`config.mk`:
```
export PLATFORM = sky130hd
export DESIGN_NAME = instr_sequencer_flat
export DESIGN_NICKNAME = d
export VERILOG_FILES = /design/src/rtl/instr_sequencer_pkg.sv /design/src/rtl/instr_sequencer_if.sv /design/src/rtl/instr_sequencer.sv /design/src/flat_wrapper.sv
export SDC_FILE = /design/constraint.sdc
export NUM_CORES = 1
export LEC_CHECK = 0
export ABC_AREA = 1
export BUFFER_PORTS_ARGS = -buffer_cell sky130_fd_sc_hd__buf_2
export CAP_MARGIN = 10
export CORE_MARGIN = 3
export CORE_UTILIZATION = 53
export CTS_CLUSTER_DIAMETER = 120
export DETAILED_ROUTE_END_ITERATION = 7
export GPL_TIMING_DRIVEN = 0
export PLACE_DENSITY = 0.9
export SLEW_MARGIN = 10
export SYNTH_ARGS = -nofsm -noshare
export SYNTH_HDL_FRONTEND = slang
export SYNTH_SLANG_ARGS = --single-unit
```
`constraint.sdc`:
```
create_clock -name CLK -period 4.4 [get_ports CLK]
set_clock_uncertainty 0.1 [all_clocks]
set_input_delay 0.88 -clock CLK [delete_from_list [all_inputs] [get_ports CLK]]
set_output_delay 0.88 -clock CLK [all_outputs]
set_load 0.005 [all_outputs]
```
`src/rtl/instr_sequencer_pkg.sv`:
```
// instr_sequencer_pkg
// Shared definitions for the instruction sequencer and the control decoder:
// the sequencer state encoding, the opcode/function constants both blocks
// agree on, and a helper that classifies multiply instructions.
package instr_sequencer_pkg;

   typedef enum logic [2:0] {
      S_IDLE    = 3'd0,
      S_FETCH   = 3'd1,
      S_DECODE  = 3'd2,
      S_EXEC    = 3'd3,
      S_MULWAIT = 3'd4,
      S_WB      = 3'd5,
      S_HALT    = 3'd6
   } state_t;

   localparam logic [5:0] OP_RTYPE        = 6'b000000;
   localparam logic [5:0] OP_ADDI         = 6'b001000;
   localparam logic [5:0] OP_MUL2         = 6'b011100;
   localparam logic [5:0] FUNCT_MULT      = 6'b011000;
   localparam logic [5:0] FUNCT_MUL       = 6'b000010;
   localparam logic [5:0] HALT_OP_DEFAULT = 6'b111111;

   // Both multiply encodings need the stretched execute phase.
   function automatic logic is_mul(input logic [5:0] op, input logic [5:0] funct);
      return ((op == OP_RTYPE) && (funct == FUNCT_MULT)) ||
             ((op == OP_MUL2)  && (funct == FUNCT_MUL));
   endfunction

endpackage

```
`src/rtl/instr_sequencer_if.sv`:
```
// instr_sequencer_if
// Instruction-memory fetch handshake.
//   IMEM_REQ : fetch request (sequencer -> memory)
//   PC       : fetch address (sequencer -> memory)
//   INSTR    : read data     (memory -> sequencer)
//   IMEM_ACK : data valid    (memory -> sequencer)
// master = sequencer side, slave = memory side.
interface instr_sequencer_if #(
   parameter int PC_W = 8
);
   logic            IMEM_REQ;
   logic [PC_W-1:0] PC;
   logic [31:0]     INSTR;
   logic            IMEM_ACK;

   modport master (output IMEM_REQ, output PC, input INSTR, input IMEM_ACK);
   modport slave  (input IMEM_REQ, input PC, output INSTR, output IMEM_ACK);
endinterface

```
`src/rtl/instr_sequencer.sv`:
```
// instr_sequencer
// Multi-cycle phase sequencer: FETCH -> DECODE -> EXEC [-> MULWAIT] -> WB,
// looping until the halt opcode is decoded. Drives the decoder enable HAB
// during execute and a one-cycle write-back strobe before the PC advances.
// Ports:
//   CLK, RESET_N : clock, synchronous active-low reset
//   START        : leave IDLE
//   imem         : fetch handshake (IMEM_REQ, PC, INSTR, IMEM_ACK)
//   OP_CODE      : IR[31:26] to decoder
//   FUNCT        : IR[5:0] to decoder
//   HAB          : decoder enable (EXEC and MULWAIT)
//   WB_EN        : write-back strobe (WB)
//   BUSY, DONE   : activity / halted status
//   RETIRED      : saturating retired-instruction count
// All outputs come from registers or decoded registered state.
module instr_sequencer
   import instr_sequencer_pkg::*;
#(
   parameter int         PC_W    = 8,
   parameter int         MUL_LAT = 4,
   parameter logic [5:0] HALT_OP = HALT_OP_DEFAULT
) (
   input  logic                CLK,
   input  logic                RESET_N,
   input  logic                START,
   instr_sequencer_if.master   imem,
   output logic [5:0]          OP_CODE,
   output logic [5:0]          FUNCT,
   output logic                HAB,
   output logic                WB_EN,
   output logic                BUSY,
   output logic                DONE,
   output logic [15:0]         RETIRED
);

   // Counter only needs to hold MUL_LAT-1.
   localparam int CNT_W = (MUL_LAT > 1) ? $clog2(MUL_LAT) : 1;

   state_t            state, state_nxt;
   logic [PC_W-1:0]   pc;
   logic [5:0]        ir_op;
   logic [5:0]        ir_funct;
   logic [CNT_W-1:0]  mul_cnt;
   logic [15:0]       retired;

   // Only the opcode and function fields are consumed here; the register and
   // immediate fields belong to the datapath, which reads memory directly.
   logic unused_instr_bits;
   assign unused_instr_bits = ^imem.INSTR[25:6];

   // State register
   always_ff @(posedge CLK) begin
      if (!RESET_N) state <= S_IDLE;
      else          state <= state_nxt;
   end

   // Next-state logic
   always_comb begin
      state_nxt = state;
      unique case (state)
         S_IDLE:    if (START) state_nxt = S_FETCH;
         S_FETCH:   if (imem.IMEM_ACK) state_nxt = S_DECODE;
         S_DECODE:  state_nxt = (ir_op == HALT_OP) ? S_HALT : S_EXEC;
         S_EXEC:    state_nxt = is_mul(ir_op, ir_funct) ? S_MULWAIT : S_WB;
         S_MULWAIT: if (mul_cnt == '0) state_nxt = S_WB;
         S_WB:      state_nxt = S_FETCH;
         S_HALT:    state_nxt = S_HALT;
         default:   state_nxt = S_IDLE;
      endcase
   end

   // Datapath registers: PC, IR fields, multiply counter, retire counter
   always_ff @(posedge CLK) begin
      if (!RESET_N) begin
         pc       <= '0;
         ir_op    <= '0;
         ir_funct <= '0;
         mul_cnt  <= '0;
         retired  <= '0;
      end else begin
         if (state == S_FETCH && imem.IMEM_ACK) begin
            ir_op    <= imem.INSTR[31:26];
            ir_funct <= imem.INSTR[5:0];
         end
         if (state == S_EXEC && is_mul(ir_op, ir_funct))
            mul_cnt <= CNT_W'(MUL_LAT - 1);
         else if (state == S_MULWAIT && mul_cnt != '0)
            mul_cnt <= mul_cnt - 1'b1;
         if (state == S_WB) begin
            pc <= pc + 1'b1;   // wraps naturally at 2^PC_W
            if (retired != 16'hFFFF) retired <= retired + 16'd1;
         end
      end
   end

   assign imem.IMEM_REQ = (state == S_FETCH);
   assign imem.PC       = pc;
   assign OP_CODE       = ir_op;
   assign FUNCT         = ir_funct;
   assign HAB           = (state == S_EXEC) || (state == S_MULWAIT);
   assign WB_EN         = (state == S_WB);
   assign BUSY          = (state != S_IDLE) && (state != S_HALT);
   assign DONE          = (state == S_HALT);
   assign RETIRED       = retired;

endmodule
```
`src/flat_wrapper.sv`:
```
// flat-port wrapper written by rule: the top's interface ports become plain ports
module instr_sequencer_flat import instr_sequencer_pkg::*;
#(
   parameter int         PC_W    = 8,
   parameter int         MUL_LAT = 4,
   parameter logic [5:0] HALT_OP = HALT_OP_DEFAULT
)
  (CLK, RESET_N, START, OP_CODE, FUNCT, HAB, WB_EN, BUSY, DONE, RETIRED, imem_IMEM_REQ, imem_PC, imem_INSTR, imem_IMEM_ACK);
  instr_sequencer_if #(.PC_W(PC_W)) imem_i ();
  input  logic CLK;
  input  logic RESET_N;
  input  logic START;
  output logic [5:0] OP_CODE;
  output logic [5:0] FUNCT;
  output logic HAB;
  output logic WB_EN;
  output logic BUSY;
  output logic DONE;
  output logic [15:0] RETIRED;
  output wire logic [$bits(imem_i.IMEM_REQ)-1:0] imem_IMEM_REQ;
  output wire logic [$bits(imem_i.PC)-1:0] imem_PC;
  input wire logic [$bits(imem_i.INSTR)-1:0] imem_INSTR;
  input wire logic [$bits(imem_i.IMEM_ACK)-1:0] imem_IMEM_ACK;
  assign imem_IMEM_REQ = imem_i.IMEM_REQ;
  assign imem_PC = imem_i.PC;
  assign imem_i.INSTR = imem_INSTR;
  assign imem_i.IMEM_ACK = imem_IMEM_ACK;
  instr_sequencer #(.PC_W(PC_W), .MUL_LAT(MUL_LAT), .HALT_OP(HALT_OP)) u_core (.CLK(CLK), .RESET_N(RESET_N), .START(START), .imem(imem_i), .OP_CODE(OP_CODE), .FUNCT(FUNCT), .HAB(HAB), .WB_EN(WB_EN), .BUSY(BUSY), .DONE(DONE), .RETIRED(RETIRED));
endmodule
```
## After elaboration in Yosys (flattened, before gate mapping)

Index checks and enable logic that the tools add are counted.

- Register bits: 41
- Output and inout port bits: 41
- Word-level logic and storage cells: 48
- Memories kept: 0
- Bits in latches: 0
- Memory bits (writable): 0
- ROM bits: 0

- Add/sub/neg operators: 3
- Order comparisons: 0
- Divide/modulo/power cells: 0
- Multiply operators: 0
- Mux-type cells: 8
- Reductions and logical operators: 16
- Equal/unequal tests: 15
- Bitwise gates (word level): 0
- Shift operators: 0

Operators by type and width:

| kind | number |
|---|---|
| $pmux W3 S7 | 1 |
| $add A16 B1 Y16 const B | 1 |
| $ne A16 B16 Y1 const B | 1 |
| $eq A6 B5 Y1 const B | 2 |
| $mux W3 | 4 |
| $eq A3 B3 Y1 const B | 3 |
| $add A8 B1 Y8 const B | 1 |
| $eq A3 B2 Y1 const B | 2 |
| $eq A6 B2 Y1 const B | 1 |
| $eq A6 B6 Y1 const B | 1 |
| $logic_and A1 B1 Y1 | 6 |
| $logic_not A6 Y1 | 1 |
| $mux W2 | 2 |
| $ne A2 B1 Y1 const B | 2 |
| $reduce_bool A2 Y1 | 2 |
| $eq A3 B1 Y1 const B | 1 |
| $logic_not A3 Y1 | 1 |
| $ne A3 B3 Y1 const B | 1 |
| $reduce_and A3 Y1 | 1 |
| $reduce_bool A3 Y1 | 1 |
| $logic_not A2 Y1 | 1 |
| $logic_or A1 B1 Y1 | 2 |
| $ne A2 B2 Y1 const B | 1 |
| $reduce_and A2 Y1 | 1 |
| other kinds (2) | 2 |

## Longest topological paths before layout

Gate-level depths: netlist of run 1.

- Word-level depth: 5
- Gate-level depth with buffers: 9
- Depth with buffers taken out: 9

## Worst setup path before layout of run 1

OpenSTA, ideal clock, no wires.

- Path kind: input -> register
- Start point: input port RESET_N
- End point: register u_core.retired[0] (netlist: u_core.RETIRED[0])
- Cell stages on the path: 4
- Library setup time: 133 ps
- Data required time: 4,167 ps
- Data arrival time: 1,561 ps
- Path slack: 2,607 ps
- Buffers on the path: 2
- Cell sequence: clkbuf_1 inv_1 buf_1 nor2_1

RTL lines:

| what | RTL line | text |
|---|---|---|
| from (decl) | flat_wrapper.sv:11 | `input logic RESET_N;` |
| to (signal assigned) | instr_sequencer.sv:91 | `if (retired != 16'hFFFF) retired <= retired + 16'd1;` |
| to (decl) | instr_sequencer.sv:44 | `logic [15:0] retired;` |

No word-level cell between the ends.

## Worst setup path after layout of run 1

- Start point: register u_core.state[0]
- End point: output port WB_EN

- Word-level cells in the longest chain between the ends: 1

Ends and longest elaborated chain:

| what | RTL line | text |
|---|---|---|
| from (decl) | instr_sequencer.sv:39 | `state_t state, state_nxt;` |
| from (signal assigned) | instr_sequencer.sv:54 | `else state <= state_nxt;` |
| $eq A3 B3 Y1 | instr_sequencer.sv:101 | `assign WB_EN = (state == S_WB);` |
| to (decl) | flat_wrapper.sv:16 | `output logic WB_EN;` |

Every way passes these cells.

==> results.tsv, run 1 <==
metric	value	unit
combinational share of power	0.225	
Final ANT Viol Nets	0	
Flop pwr share	0.428	
syn nets	353	
setup bufs post-CTS	0	
PD cells	393	nW/µm²
number of global-route vias before repair	2052	
fin nets	415	
Worst R2R Start	u_core.RETIRED[0]$_SDFFE_PN0P_	
CTS tree	built	
Cell variety after synth	31	
DRC Markers	0	
outcome	finished, final reports clean	
max-capacitance violation count	0	
Final Worst Setup Slack	2110	ps
RSZ-0062 raised after global routing	no	
peak supply drop	0.232	mV
sequential cell area	821	µm²
Layout area overhead	21.6	%
multi-input logic area	1140	µm²
r2r worst-path depth	9	
Worst EP required	3420	ps
measured slew at the worst slew-check pin	582	ps
Hold Path Stages	2	
CP endpoint kind	output pin	
worst slack, placed	2290	ps
switching pwr	313	µW
CTS sink count	41	
CTS buffer count	5	
I/O pin total	77	
Buffers on Ports	55	
synth warn	0	
grt ovf	0	
Worst slew margin	0.612	
Final HPWL DP	3850	µm
die area	4910	µm²
Final period util	0.521	
CP Class	flop to output pin	
antenna violations before repair	0	
Skew-Pair Late Insertion Delay	300	ps
GRT Overall Usage	0.220	
post-cts resize count	0	
Iter 0 DRT Violations	157	
synthesis-stage register bit count	41	
Hold Crit Start	u_core.FUNCT[1]$_SDFFE_PN0P_	
Switching Share	0.301	
commonest non-fill, non-tap cells in the layout	nand2_1, buf_2, dfxtp_1, inv_1, nor2_1	
Ant. Diodes	0	
vias per cell	5.22	
Avg WL per Cell	12.6	µm
Max Clk Rate	436	MHz
reg2reg end	u_core.RETIRED[11]$_SDFFE_PN0P_	
Core Area	3800	µm²
Clk pin slew, worst setup/hold paths	80	ps
first-pass GRT wire length	8850	µm
Root Buffer	clkbuf_8	
share of cells above drive strength 1	0.241	
min Tclk post-route	2290	ps
register area share after synthesis	0.377	
WHS Endpoint	u_core.FUNCT[1]$_SDFFE_PN0P_	
Pre-antenna DRT Iters	4	
fin. max-slew vios	0	
final hold violations	0	
peak fanout along the critical path	8	
Synth Instances	314	
number of fill cells	309	
Die Y	70.1	µm
Mean Syn Cell Area	6.93	µm²
CTS HTree Levels	2	
flop-to-flop setup slack	2400	ps
Initial Util	0.572	
worst hold path type	flop to flop	
synthesized cell area	2170	µm²
Setup-failing EPs final	0	
leakage power	1.16	nW
CP Launch Type	flop	
final WL	5350	µm
num rows	22	
setup_tns	0	ps
Clk pwr share	0.347	
Arr. time, crit path	1310	ps
Bufs on Longest Clock Path	2	
GP Congestion	0.851	
DR vias	2219	
largest net degree at the start of global routing	14	
most common cell after layout, fill and taps aside	nand2_1	
Internal	727	µW
Chip Width	70.1	µm
hold_buf cts	0	
state kept, by name, summed over array words and instances (netlist names):
register	cells
u_core.OP_CODE	6
u_core.mul_cnt	2
u_core.state	3
u_core.FUNCT	6
u_core.imem.PC	8
u_core.RETIRED	16
critical path, cell delays in order (launching register included):
cell	delay [ps]
dfxtp_1	420
inv_2	70
nor2_2	120
nand2_2	160
clkinv_4	120
buf_2	120
cell type report:
| cell class | instances | share of cell area |
|---|---|---|
| Sequential cell | 41 | 0.310 |
| Buffer | 8 | 0.0213 |
| Tap cell | 48 | 0.0227 |
| Timing Repair Buffer | 55 | 0.104 |
| Multi-Input combinational cell | 224 | 0.431 |
| Clock buffer | 5 | 0.0260 |
| Clock inverter | 3 | 0.0246 |
| Inverter | 41 | 0.0601 |
how the worst max path moves through the flow:
stage / startpoint / to / cells past startpoint
4_1_cts: u_core.state[0]$_SDFFE_PN0P_ / WB_EN / 5
3_5_place_dp: RESET_N / u_core.RETIRED[8]$_SDFFE_PN0P_ / 4
6_report: u_core.state[0]$_SDFFE_PN0P_ / WB_EN / 5
5_1_grt: u_core.state[0]$_SDFFE_PN0P_ / WB_EN / 5
3_3_place_gp: RESET_N / u_core.RETIRED[8]$_SDFFE_PN0P_ / 4
2_1_floorplan: RESET_N / u_core.RETIRED[0]$_SDFFE_PN0P_ / 4
cell families after synthesis:
kind of cell | share of synthesized area
and+or+nand+nor | 0.302
DFF | 0.377
buffers and inverters | 0.0990
adders and majority gates | 0.0173
xor gates and xnor gates | 0.0524
AOI/OAI and AO/OA | 0.152
power groups by stage:
stage               combinational [mW]  sequential [mW]  clock [mW]
finish                           0.234            0.445       0.360
global route                     0.264            0.451       0.378
CTS                              0.234            0.444       0.363
detailed placement               0.231            0.452           0
global placement                 0.223            0.449           0
floorplan                        0.147            0.450           0
Yosys cell counts, drive strengths merged:
library cell | n | area, µm²
ha | 3 | 37.5
nor3 | 8 | 61.3
a31oi | 2 | 12.5
inv | 40 | 150
and2 | 1 | 6.26
clkinv | 1 | 8.76
buf | 5 | 45.0
a21oi | 37 | 223
clkbuf | 3 | 11.3
dfxtp | 41 | 821
nand4 | 1 | 6.26
o21ai | 19 | 95.1
xnor2 | 6 | 52.6
nor2 | 34 | 130
nor4 | 1 | 6.26
nand2 | 86 | 340
xor2 | 7 | 61.3
or2 | 1 | 6.26
nand3 | 18 | 100
metrics by stage:
| step | power [mW] | area, µm² | std cells | hold WS [ps] | utilization |
|---|---|---|---|---|---|
| after floorplan | 0.597 | 2170 | 314 | 373 | - |
| after global placement | 0.673 | 2510 | 417 | 368 | 0.661 |
| after detailed placement | 0.683 | 2510 | 417 | 385 | 0.661 |
| after CTS | 1.04 | 2640 | 425 | 396 | 0.696 |
| after global routing | 1.09 | 2640 | 425 | 419 | 0.696 |
| final | 1.04 | 2640 | 425 | 394 | 0.696 |
metal layers:
metal | routed length, µm | up-vias | track usage
li1 | - | 1122 | -
met4 | 106 | 0 | 0.0957
met2 | 2690 | 64 | 0.366
met5 | 0 | - | 0
met3 | 272 | 11 | 0.0504
met1 | 2280 | 1022 | 0.270
(Power assumes the default switching activity.)
==> run 2: changes to the inputs <==
- CORE_UTILIZATION: 53 -> 50
- PLACE_DENSITY: 0.9 -> 0.86
- clock period: 4.4 -> 2.2 ns (I/O delays scaled with it)
==> run 2 against run 1 <==
Combinational power grew 95%. Final area shrank 1.1%. Sequential power grew 99%. Via count shrank 2.1%. Critical endpoint is now u_core.RETIRED[13]$_SDFFE_PN0P_. Highest routed layer unchanged. Clock-buffer cell count grew 2. Critical path depth grew 4.
==> results.tsv, run 2 (same netlist as run 1, synthesis figures left out) <==
metric	value	unit	change
DR vias	2172		-2.1%
Buffers on Ports	55		unchanged
final WL	4990	µm	-6.7%
Iter 0 DRT Violations	146		-7.0%
Power Total	1.88	mW	+81%
measured slew at the worst slew-check pin	576	ps	-5.99 ps
DRC Markers	0		unchanged
Root Buffer	clkbuf_8		
Worst Path Buf+Inv	1		-2
Layout area overhead	20.2	%	
setup_tns	0	ps	unchanged
Final Cell Area	2610	µm²	-1.1%
fin. max-slew vios	0		unchanged
Initial Util	0.532		-0.0403
flop-to-flop setup slack	310	ps	-2090 ps
CP dominant cell by count	nand2_1		
Worst slew margin	0.616		+0.00400
Avg WL per Cell	11.7	µm	-7.1%
most common cell after layout, fill and taps aside	nand2_1		
Ant. Diodes	0		unchanged
hold_buf cts	0		unchanged
peak supply drop	0.372	mV	+60%
Arr. time, crit path	1950	ps	+640 ps
max-capacitance violation count	0		unchanged
peak fanout along the critical path	10		+2
Area after DPL	2510	µm²	about the same
die area	5180	µm²	+5.5%
first-pass GRT wire length	8320	µm	-6.0%
switching pwr	598	µW	+91%
outcome	finished, final reports clean		
CP endpoint kind	flop		
CTS sink count	41		unchanged
Worst Setup SP	u_core.RETIRED[0]$_SDFFE_PN0P_		
CP delay by family, top	simple AND/OR/NAND/NOR gates		
CTS buffer count	5		unchanged
I/O pin total	77		unchanged
PD cells	721	nW/µm²	+83%
CP Class	flop to flop		
Switching Share	0.317		+0.0165
number of global-route vias before repair	1992		-2.9%
Core Area	4090	µm²	+7.6%
Clk pin slew, worst setup/hold paths	80	ps	about the same
Final HPWL DP	3790	µm	-1.5%
antenna violations before repair	0		unchanged
Setup-failing EPs final	0		unchanged
Pre-antenna DRT Iters	4		unchanged
largest net degree at the start of global routing	13		-1
Chip Width	72.0	µm	+2.7%
Cell Chain, Critical Path	ha_1 > nand3_2 > nor3_4 > nand2_1 > nand2_1 > nand2_2 > buf_6 > nand2_1 > a21oi_2		
CTS tree	built		
Flop pwr share	0.471		+0.043
Skew-Pair Late Insertion Delay	290	ps	about the same
GP Congestion	0.860		+1.1%
GRT Overall Usage	0.198		-0.0218
vias per cell	5.09		-2.6%
Internal	1.29	mW	+77%
commonest non-fill, non-tap cells in the layout	nand2_1, buf_2, dfxtp_1, inv_1, nor2_1		
Bufs on Longest Clock Path	2		unchanged
crit-path max cell delay	440	ps	+20 ps
Post-Layout Cell Count	427		+0.47%
r2r worst-path depth	9		unchanged
Die Y	72.0	µm	+2.7%
slowest CP cell	dfxtp_1		
num rows	23		+4.5%
CTS HTree Levels	2		unchanged
Worst EP required	2260	ps	-1160 ps
Clk pwr share	0.287		-0.060
min Tclk post-route	1890	ps	
CP endpoint	u_core.RETIRED[13]$_SDFFE_PN0P_		
max FFs per register	16		unchanged
RSZ-0062 raised after global routing	no		
share of cells above drive strength 1	0.241		unchanged
Max Clk Rate	530	MHz	
dpl cells	419		+0.48%
combinational share of power	0.242		+0.017
reg2reg end	u_core.RETIRED[13]$_SDFFE_PN0P_		
fin nets	415		unchanged
Final period util	0.857		
worst slack, placed	322	ps	-1970 ps
Final ANT Viol Nets	0		unchanged
CP Launch Type	flop		
grt ovf	0		unchanged
Worst R2R Start	u_core.RETIRED[0]$_SDFFE_PN0P_		
worst hold path type	input port to flop		
leakage power	1.14	nW	-1.2%
final hold violations	0		unchanged
Worst path depth	9		+4
post-cts resize count	0		unchanged
setup bufs post-CTS	0		unchanged
Final Worst Setup Slack	314	ps	-1790 ps
## run 2: how the worst min path moves through the flow
stage	startpoint	end	slack (ps)	cells after the start
2_1_floorplan	u_core.FUNCT[4]$_SDFFE_PN0P_	u_core.FUNCT[4]$_SDFFE_PN0P_	370	2
3_3_place_gp	u_core.OP_CODE[0]$_SDFFE_PN0P_	u_core.OP_CODE[0]$_SDFFE_PN0P_	370	2
3_5_place_dp	u_core.OP_CODE[1]$_SDFFE_PN0P_	u_core.OP_CODE[1]$_SDFFE_PN0P_	380	2
4_1_cts	imem_INSTR[4]	u_core.FUNCT[4]$_SDFFE_PN0P_	320	3
5_1_grt	imem_INSTR[28]	u_core.OP_CODE[2]$_SDFFE_PN0P_	340	3
6_report	imem_INSTR[4]	u_core.FUNCT[4]$_SDFFE_PN0P_	320	3
## run 2: final cells by class
class / count / area [µm²]
fill: 362 / 1470
multi-input combinational: 224 / 1140
sequential: 41 / 821
timing repair buffer: 55 / 275
inverter: 41 / 159
clock buffer: 7 / 96.3
tap: 50 / 62.6
buffer: 8 / 56.3
clock inverter: 1 / 5.00
## run 2: per-stage QoR
step            util  hold slack (ps)
2_1_floorplan      -              373
3_3_place_gp   0.615              367
3_5_place_dp   0.615              377
4_1_cts        0.640              320
5_1_grt        0.640              339
6_report       0.640              317
## run 2: power groups by stage
stage	combinational, mW	clock (mW)	sequential [mW]
final	0.457	0.541	0.887
after global routing	0.519	0.571	0.898
after CTS	0.457	0.549	0.885
after detailed placement	0.453	0	0.903
after global placement	0.447	0	0.899
after floorplan	0.294	0	0.900
## run 2: metal layers
layer	GRT usage	vias up	share of wire
li1	-	1122	-
met1	0.246	984	0.45
met2	0.342	62	0.50
met3	0.0429	4	0.049
met4	0.0647	0	0.0076
met5	0	-	0
## run 2: tightest hold or removal path: cells and delay by family
kind / cells / cell delay [ps]
compound gates: 2 / 170
buf+inv: 1 / 70
